**src/rtl/sd4_mac_scheduler.sv**
```systemverilog
`default_nettype none
// +-----------------------------------------------------------------------+
// | sd4_mac_scheduler -- job sequencer feeding the SD4 MAC pipeline       |
// | Rev 1.0                                                               |
// +-----------------------------------------------------------------------+
module sd4_mac_scheduler #(
  parameter int ADDR_W   = 8,
  parameter int PIPE_LAT = 4
) (
  input  logic              clk,
  input  logic              rst,
  input  logic              cmd_valid,
  output logic              cmd_ready,
  input  logic [ADDR_W-1:0] cmd_base,
  input  logic [ADDR_W-1:0] cmd_len,
  input  logic [4:0]        cmd_exp_bias,
  input  logic              cmd_abort,
  output logic              mem_rd_en,
  output logic [ADDR_W-1:0] mem_addr,
  input  logic [71:0]       mem_image,
  input  logic [35:0]       mem_weight,
  output logic [71:0]       mac_image,
  output logic [35:0]       mac_weight,
  output logic [4:0]        mac_exp_bias,
  output logic              mac_in_valid,
  output logic              res_valid,
  output logic              res_last,
  output logic              busy,
  output logic              done,
  output logic [ADDR_W-1:0] done_count,
  output logic              done_aborted
);

  typedef enum logic [1:0] {
    IDLE  = 2'd0,
    FETCH = 2'd1,
    DRAIN = 2'd2,
    DONE  = 2'd3
  } state_t;

  // Output stage of the result shift register; everything below it is "still in flight".
  localparam logic [PIPE_LAT-1:0] OUT_STAGE = PIPE_LAT'(1) << (PIPE_LAT - 1);

  state_t              state;
  state_t              state_nxt;
  logic [ADDR_W-1:0]   base_q;
  logic [ADDR_W-1:0]   len_q;
  logic [ADDR_W-1:0]   issued;
  logic                abort_flag;
  logic                mac_last;
  logic [PIPE_LAT-1:0] valid_sr;
  logic [PIPE_LAT-1:0] last_sr;

  logic                accept;
  logic                rd_last;
  logic                abort_now;
  logic                pending;

  assign pending = |(valid_sr & ~OUT_STAGE);

  always_comb begin
    state_nxt = state;
    cmd_ready = 1'b0;
    busy      = 1'b1;
    done      = 1'b0;
    mem_rd_en = 1'b0;
    mem_addr  = '0;
    accept    = 1'b0;
    rd_last   = 1'b0;
    abort_now = 1'b0;
    case (state)
      IDLE: begin
        cmd_ready = 1'b1;
        busy      = 1'b0;
        if (cmd_valid) begin
          accept    = 1'b1;
          state_nxt = (cmd_len == '0) ? DONE : FETCH;
        end
      end
      FETCH: begin
        mem_addr = base_q + issued;
        if (cmd_abort) begin
          abort_now = 1'b1;
          state_nxt = DRAIN;
        end else begin
          mem_rd_en = 1'b1;
          if ((issued + 1'b1) == len_q) begin
            rd_last   = 1'b1;
            state_nxt = DRAIN;
          end
        end
      end
      // Leave once the result now at the output is the last one in flight.
      DRAIN: begin
        if (!mac_in_valid && !pending) begin
          state_nxt = DONE;
        end
      end
      DONE: begin
        done      = 1'b1;
        state_nxt = IDLE;
      end
      default: state_nxt = IDLE;
    endcase
  end

  always_ff @(posedge clk or negedge rst) begin
    if (!rst) begin
      state <= IDLE;
    end else begin
      state <= state_nxt;
    end
  end

  always_ff @(posedge clk or negedge rst) begin
    if (!rst) begin
      base_q       <= '0;
      len_q        <= '0;
      issued       <= '0;
      abort_flag   <= 1'b0;
      mac_exp_bias <= '0;
    end else begin
      if (accept) begin
        base_q       <= cmd_base;
        len_q        <= cmd_len;
        mac_exp_bias <= cmd_exp_bias;
        issued       <= '0;
        abort_flag   <= 1'b0;
      end else begin
        if (mem_rd_en) begin
          issued <= issued + 1'b1;
        end
        if (abort_now) begin
          abort_flag <= 1'b1;
        end
      end
    end
  end

  // A zero-length job reaches DONE straight from IDLE, before issued is cleared.
  always_ff @(posedge clk or negedge rst) begin
    if (!rst) begin
      done_count   <= '0;
      done_aborted <= 1'b0;
    end else if (state_nxt == DONE && state != DONE) begin
      if (state == IDLE) begin
        done_count   <= '0;
        done_aborted <= 1'b0;
      end else begin
        done_count   <= issued;
        done_aborted <= abort_flag;
      end
    end
  end

  always_ff @(posedge clk or negedge rst) begin
    if (!rst) begin
      mac_in_valid <= 1'b0;
      mac_last     <= 1'b0;
      valid_sr     <= '0;
      last_sr      <= '0;
    end else begin
      mac_in_valid <= mem_rd_en;
      mac_last     <= rd_last;
      valid_sr     <= (valid_sr << 1) | PIPE_LAT'(mac_in_valid);
      last_sr      <= (last_sr << 1) | PIPE_LAT'(mac_last);
    end
  end

  // The pipeline has no valid of its own, so bubbles must present zeros.
  assign mac_image  = mac_in_valid ? mem_image : '0;
  assign mac_weight = mac_in_valid ? mem_weight : '0;
  assign res_valid  = valid_sr[PIPE_LAT-1];
  assign res_last   = last_sr[PIPE_LAT-1];

endmodule
`default_nettype wire
```
**config.mk**
```make
export PLATFORM = sky130hd
export DESIGN_NAME = sd4_mac_scheduler
export DESIGN_NICKNAME = d
export VERILOG_FILES = /design/src/rtl/sd4_mac_scheduler.sv
export SDC_FILE = /design/constraint.sdc
export NUM_CORES = 1
export LEC_CHECK = 0
export BUFFER_PORTS_ARGS = -buffer_cell sky130_fd_sc_hd__buf_2
export CORE_AREA = 3 3 105 107
export DETAILED_ROUTE_END_ITERATION = 7
export DIE_AREA = 0 0 108 110
export PLACE_DENSITY = 0.66
export SYNTH_ARGS = -nofsm -noshare
export SYNTH_HDL_FRONTEND = slang
export SYNTH_SLANG_ARGS = --single-unit
```
**constraint.sdc**
```tcl
create_clock -name clk -period 5.2 [get_ports clk]
set_clock_uncertainty 0.1 [all_clocks]
set_input_delay 0.78 -clock clk [delete_from_list [all_inputs] [get_ports clk]]
set_output_delay 0.78 -clock clk [all_outputs]
set_load 0.02 [all_outputs]
```
==> impl_metrics.ini, run 1 <==
[synthesis]
synth-simple-area-share = 0.291
yosys.cell_count.top_type = and2_1
synthXorXnorAreaFrac = 0.0532
netlist_area_um2 = 3130
synth_top_area_cell = dfrtp_1
syn_avg_cell_area_um2 = 9.66
netlist.area_leader.share = 0.408
syn-num-nets = 466
synth_top_family_by_area = simple AND/OR/NAND/NOR gates
synth-seq-area-share = 0.408
ys_seq_elements = 51
yosysWarningCount = 0
ys.flop_type = dfrtp_1
synth.distinct_cells = 39
synth_area_leaders = dfrtp_1 (41%), and2_1 (23%), mux2_2 (7.6%)
muxShareOfSynthArea = 0.0787
synth_edf_count = 0
synth_common_cells = and2_1 (113), dfrtp_1 (51), mux2_2 (21)
synthCells = 324
synthAdderAreaFrac = 0.0384
async_flop_share = 1.00
synth_compound_area_frac = 0.0987

[routing]
drc = 0
vias = 3326
drt_wl_total_mm = 12.2
via_per_inst = 4.61
wl_per_cell_um = 16.9
drtIter0Drc = 185
drtAntennaViolNets = 0
drt_first_pass_iters = 4

[floorplan]
die_w_um = 108
initial_utilization = 0.306
die_y_um = 110
coreArea_um2 = 10200
rows = 37
dieArea_um2 = 11900
io_pins = 270

[power_and_ir_drop]
peakVddDrop_mv = 0.168
cellPowerDensity_nw_per_um2 = 438
p_leak_nw = 2.73
power_w = 0.00205

[final_layout]
drive_gt1_frac = 0.525
area.growth.synth_to_final_pct = 49.4
nets = 724
finish.utilization = 0.457

[critical_path]
cp.arrival_ns = 2.42
critPathKind = flip-flop to output port
path_max_fanout = 8
timing.rr.start = issued[0]
rr_worst_depth = 8
crit_buf_inv = 1
critPathTopFamily = adder cells
crit_top_cell = a21oi_1
cp-endpoint = mem_addr[6]
startpoint_type = flip-flop
cp_slowest_stage_delay_ns = 0.48
ff2ff_setup_slack_ns = 2.26
slowest_stage = dfrtp_1
reg2reg_to = done_count[7]
cp.depth = 9
startpoint = issued[0]
crit_chain = ha_1, fa_1, a21oi_1, o21bai_1, a21o_1, a21oi_1, xor2_1, nor2_1, buf_2
crit_path_end_kind = output port
worst_ep_required_time_ns = 4.32

[sta]
fmax_ghz = 0.303
setup_viol = 0
hold_slack_ns = 0.256
rsz0062_at_grt = no
setup_ws_ns = 1.90
fin_crit_ns = 3.30
fin_crit_sh = 0.634
tns_ns = 0
slew_headroom = 0.332
drv_slew = 0
tightest_slew_ns = 1.00
hold_viol_final = 0

[global_routing]
grt_usage = 0.188
grt_pass1_vias = 3163
grt_antenna_before_repair = 0
grt_max_degree = 62
grt_pass1_wl_mm = 17.3
grt_overflow = 0

[place]
place_ws_ns = 2.24
gp_congestion = 0.872
numPortBuffers = 269
dp_hpwl_mm = 10.4

[status]
status = finished clean

[clock_tree]
ctsResizeCount = 0
path_clk_slew_ns = 0.10
root_buffer = clkbuf_8
cts_buffers = 5
clkLatencyLatePin_ns = 0.31
cts_tree = done
post-cts-setup-buffers = 0
cts_max_level = 2
holdBufCountCts = 0
clk_path_buf_depth = 2
cts.sinks = 51

[min_path]
min_from = last_sr[0]
hp-class = flip-flop to flip-flop

[run]
maxCapViolCount = 0
per-layer routing:
metal  wire, um  part of all wire  GRT usage
met1       4770              0.39      0.233
met2       5900              0.48      0.313
met3       1370              0.11     0.0745
met4        129             0.011     0.0370
met5          0                 0          0
cells in the final DEF, fill, tap and decap left out, types with 5 or more instances in the layout:
cell | Yosys | final
a21oi_1 | 12 | 12
a22o_1 | 11 | 11
and2_1 | 113 | 113
buf_2 | 4 | 269
clkbuf_8 | 0 | 5
dfrtp_1 | 51 | 50
ha_1 | 8 | 8
mux2_2 | 21 | 21
nand2_1 | 9 | 9
nor2_1 | 17 | 17
o21ai_0 | 9 | 9
xnor2_1 | 9 | 9
xor2_1 | 10 | 10
cell families after synthesis:
logic type / count (synthesis)
compound gates: 44
xor+xnor: 19
fa+ha+maj: 9
buf+inv: 24
flops: 51
mux: 22
simple gates: 155
flip-flops by register name, indices dropped and copies added (netlist names):
signal,flops
issued,8
mac_exp_bias,5
done_aborted,1
last_sr,4
valid_sr,4
mac_in_valid,1
len_q,8
mac_last,1
state,2
abort_flag,1
done_count,8
base_q,8
worst min path at each step:
stage | to | slack (ns) | cells past startpoint
3_5_place_dp | last_sr[1] | 0.24 | 0
4_1_cts | last_sr[1] | 0.26 | 0
2_1_floorplan | last_sr[0] | 0.23 | 0
6_report | last_sr[1] | 0.26 | 0
5_1_grt | last_sr[1] | 0.27 | 0
3_3_place_gp | last_sr[1] | 0.23 | 0
final cells by class:
type	count	area, um2
inverter	4	15.0
timing repair buffer	271	1360
fill	1040	5550
tap	136	170
multi-input combinational	249	1750
clock inverter	3	27.5
antenna	2	5.00
clock buffer	5	68.8
sequential	51	1280
power breakdown:
| group | switching, W | leakage [nW] | internal [W] | total, W |
|---|---|---|---|---|
| clock | 0.000141 | 0.0463 | 0.0000989 | 0.000240 |
| combinational | 0.000679 | 2.03 | 0.000478 | 0.00116 |
| sequential | 0.000128 | 0.653 | 0.000523 | 0.000651 |
| total | 0.000948 | 2.73 | 0.00110 | 0.00205 |
through the flow:
| stage | cell area (um2) | std cells |
|---|---|---|
| floorplan | 3130 | 324 |
| global placement | 4580 | 711 |
| detailed placement | 4580 | 711 |
| CTS | 4670 | 719 |
| global route | 4670 | 719 |
| finish | 4680 | 721 |
No activity file was read; power rests on OpenSTA's default activity.
==> inputs of run 2 (changes only) <==
Settings changed: CORE_AREA 3 3 105 107 to 3 3 102 104, DIE_AREA 0 0 108 110 to 0 0 105 107, PLACE_DENSITY 0.66 to 0.7.
Clock period 5.2 ns to 3.5 ns, I/O delays scaled along.
==> run 2 against run 1 <==
Compared with the run above:
- core utilization rose by 2.5 points
- non-clock buffer count fell by 1
- highest routed layer is now met5
- sequential power rose by 50%
- global-route usage rose by 1.0 points
- via count rose by 0.60%
- critical path type unchanged
- clock power rose by 35%
- worst hold slack got worse by 0.0016 ns
- combinational power rose by 48%
- die area fell by 5.4%
- sequential share of layout area rose by 0.16 points
- routed wire length fell by 3.8%
- worst setup slack got worse by 1.4 ns
==> impl_metrics.ini, run 2 (synthesis results as in run 1) <==
[critical_path]
crit_path_end_kind = output port
timing.rr.start = issued[0]
critPathKind = flip-flop to output port
cp-endpoint = mem_addr[6]
cp.arrival_ns = 2.41
ff2ff_setup_slack_ns = 0.58
startpoint_type = flip-flop
startpoint = issued[0]
reg2reg_to = done_count[0]
path_max_fanout = 8
rr_worst_depth = 8
worst_ep_required_time_ns = 2.87

[final_layout]
area.growth.synth_to_final_pct = 48.5
layout_common_cells = buf_2 (269), and2_1 (113), dfrtp_1 (50)
num_antenna_cells = 0
mostFrequentLayoutCell = buf_2
nets = 723
drive_gt1_frac = 0.522

[clock_tree]
cts_max_level = 2
holdBufCountCts = 0
cts_buffers = 5
cts.sinks = 51
cts_tree = done
clkLatencyLatePin_ns = 0.30
path_clk_slew_ns = 0.09
clk_path_buf_depth = 2
ctsResizeCount = 0
root_buffer = clkbuf_8
post-cts-setup-buffers = 0

[routing]
drt_first_pass_iters = 4
via_per_inst = 4.68
vias = 3346
wl_per_cell_um = 16.4
drtAntennaViolNets = 0
drt_wl_total_mm = 11.7
drtIter0Drc = 313
drc = 0

[floorplan]
die_y_um = 107
dieArea_um2 = 11200
rows = 36
initial_utilization = 0.325
die_w_um = 105
io_pins = 270
coreArea_um2 = 9640

[place]
dp_hpwl_mm = 9.90
gp_congestion = 0.846
numPortBuffers = 269

[power_and_ir_drop]
cellPowerDensity_nw_per_um2 = 648
p_leak_nw = 2.72
peakVddDrop_mv = 0.243

[global_routing]
grt_overflow = 0
grt_antenna_before_repair = 2
grt_usage = 0.198
grt_pass1_vias = 3385
grt_pass1_wl_mm = 17.8
grt_max_degree = 60

[sta]
hold_viol_final = 0
drv_slew = 0
tightest_slew_ns = 1.10
hold_slack_ns = 0.254
fin_crit_sh = 0.866
slew_headroom = 0.266
fin_crit_ns = 3.03
fmax_ghz = 0.330
setup_viol = 0
rsz0062_at_grt = no
tns_ns = 0

[run]
maxCapViolCount = 0

[min_path]
hp-class = flip-flop to flip-flop

[status]
status = finished clean
## run 2: critical path: stages (launching register included)
cell      delay, ns
dfrtp_1        0.48
ha_1           0.25
fa_1           0.41
a21oi_1        0.15
o21bai_1       0.10
a21o_1         0.18
a21oi_1        0.16
xor2_1         0.16
nor2_1         0.05
buf_2          0.16
## run 2: power by group
group / total [W] / switching (W) / internal [W]
logic: 0.00172 / 0.00101 / 0.000712
clock network: 0.000323 / 0.000183 / 0.000140
registers: 0.000974 / 0.000196 / 0.000778
total: 0.00301 / 0.00138 / 0.00163
## run 2: through the flow
stage	total power [W]	utilization	worst slack, ns	cell area (um2)	instances
final	0.00301	0.482	0.468	4650	715
after global routing	0.00324	0.482	0.240	4650	715
after CTS	0.00304	0.482	0.452	4650	715
after detailed placement	0.00272	0.474	0.594	4560	707
after global placement	0.00267	0.474	0.656	4560	707
after floorplan	0.00214	-	0.833	3130	324
## run 2: final cells by class
class	count	area (um2)
Clock buffer	6	72.6
Clock inverter	2	12.5
Fill cell	958	4990
Inverter	4	15.0
Multi-Input combinational cell	249	1750
Sequential cell	51	1280
Tap cell	133	166
Timing Repair Buffer	270	1350
## run 2: per-layer routing
layer  wire length [um]  vias to the layer above  global-route usage  part of all wire
met4                145                        4              0.0422             0.012
met2               5600                      183               0.326              0.48
met1               4590                     1550               0.252              0.39
li1                   -                     1592                   -                 -
met5                 14                        -                   0            0.0012
met3               1350                       17              0.0704              0.12
## run 2: worst min-delay path by stage
| stage | depth (start not counted) | to | start |
|---|---|---|---|
| 2_1_floorplan | 0 | abort_flag | rst |
| 3_3_place_gp | 0 | last_sr[2] | last_sr[1] |
| 3_5_place_dp | 0 | last_sr[0] | mac_last |
| 4_1_cts | 0 | last_sr[0] | mac_last |
| 5_1_grt | 0 | last_sr[1] | last_sr[0] |
| 6_report | 0 | last_sr[3] | last_sr[2] |
==> inputs of run 3 (changes only) <==
Settings changed: CAP_MARGIN set to 0, MAX_ROUTING_LAYER set to met4.
==> run 3 against run 2 <==
Compared with the run above:
- cell area increased by 0.11%
- highest routed layer is now met4
- total power hardly changed
- clock power barely moved
- global-route usage grew 0.55 points
- via count down 0.12%
- routed wire length is essentially flat
- core utilization is 0.052 points higher
==> impl_metrics.ini, run 3 (synthesis results as in run 1) <==
[status]
status = finished clean

[clock_tree]
cts_max_level = 2
clkLatencyLatePin_ns = 0.29
cts_buffers = 5
root_buffer = clkbuf_8
cts.sinks = 51
ctsResizeCount = 0
path_clk_slew_ns = 0.09
clk_path_buf_depth = 2
holdBufCountCts = 0
cts_tree = done
post-cts-setup-buffers = 0

[floorplan]
dieArea_um2 = 11200
rows = 36
io_pins = 270
initial_utilization = 0.325
die_y_um = 107
die_w_um = 105
coreArea_um2 = 9640

[critical_path]
startpoint_type = flip-flop
worst_ep_required_time_ns = 2.87
crit_path_end_kind = output port
cp.arrival_ns = 2.40
ff2ff_setup_slack_ns = 0.58
path_max_fanout = 8
critPathKind = flip-flop to output port

[final_layout]
finish.utilization = 0.483
nets = 723
area.growth.synth_to_final_pct = 48.7
mostFrequentLayoutCell = buf_2
drive_gt1_frac = 0.522
layout_common_cells = buf_2 (269), and2_1 (113), dfrtp_1 (50)
fin_cells = 717

[routing]
via_per_inst = 4.66
drc = 0
drtIter0Drc = 349
wl_per_cell_um = 16.3
vias = 3342
drt_wl_total_mm = 11.7
drt_first_pass_iters = 4
drtAntennaViolNets = 0

[global_routing]
grt_max_degree = 60
grt_pass1_vias = 3387
grt_pass1_wl_mm = 17.8
grt_usage = 0.204
grt_overflow = 0
grt_antenna_before_repair = 2

[sta]
tns_ns = 0
slew_headroom = 0.258
tightest_slew_ns = 1.11
setup_ws_ns = 0.471
fmax_ghz = 0.330
setup_viol = 0
fin_crit_ns = 3.03
fin_crit_sh = 0.865
hold_viol_final = 0
rsz0062_at_grt = no
drv_slew = 0

[place]
dp_cells = 707
gp_congestion = 0.860
dp_hpwl_mm = 9.90
numPortBuffers = 269
place_ws_ns = 0.594

[run]
maxCapViolCount = 0

[power_and_ir_drop]
p_leak_nw = 2.72
cellPowerDensity_nw_per_um2 = 648
peakVddDrop_mv = 0.242

[min_path]
hp-class = flip-flop to flip-flop
[run 3: cell count changes in the layout (fill, tap and decap cells not counted), sizes merged]
| cell | before | now |
|---|---|---|
| diode | 0 | 2 |
[run 3: power by group]
group	switching [W]	internal (W)	total [W]
Clock	0.000183	0.000140	0.000323
Combinational	0.00101	0.000712	0.00172
Sequential	0.000196	0.000778	0.000974
[run 3: layout make-up]
| cell class | instances | area (um2) |
|---|---|---|
| repair buffers | 270 | 1350 |
| clock inverters | 2 | 12.5 |
| flip-flops and latches | 51 | 1280 |
| diodes | 2 | 5.00 |
| clock buffers | 6 | 72.6 |
| multi-input cells | 249 | 1750 |
| fillers | 957 | 4980 |
| inverters | 4 | 15.0 |
| well taps | 133 | 166 |
[run 3: final timing paths]
path                                    to  depth (start not counted)      start
max                            mem_addr[6]                          9  issued[0]
min                             last_sr[0]                          0   mac_last
max reg2reg                  done_count[0]                          8  issued[0]
min reg2reg                     last_sr[0]                          0   mac_last
max in group asynchronous     mac_in_valid                          1        rst
min in group asynchronous  mac_exp_bias[4]                          1        rst
[run 3: routing by layer]
| metal | up-vias | track usage | part of all wire |
|---|---|---|---|
| met1 | 1563 | 0.256 | 0.40 |
| met5 | - | - | 0 |
| met3 | 13 | 0.0644 | 0.10 |
| li1 | 1593 | - | - |
| met4 | 0 | 0.0422 | 0.012 |
| met2 | 173 | 0.326 | 0.48 |
[run 3: stage by stage]
stage | hold WS, ns | cell area, um2 | power [W]
floorplan | 0.129 | 3130 | 0.00214
global placement | 0.231 | 4560 | 0.00267
detailed placement | 0.235 | 4560 | 0.00272
CTS | 0.256 | 4650 | 0.00304
global route | 0.271 | 4650 | 0.00324
finish | 0.255 | 4650 | 0.00302
[run 3: worst max-delay path, stage by stage (launching register included)]
cell and delay (ns):
dfrtp_1 0.48, ha_1 0.25, fa_1 0.41, a21oi_1 0.15, o21bai_1 0.10, a21o_1 0.18
a21oi_1 0.16, xor2_1 0.16, nor2_1 0.05, buf_2 0.16
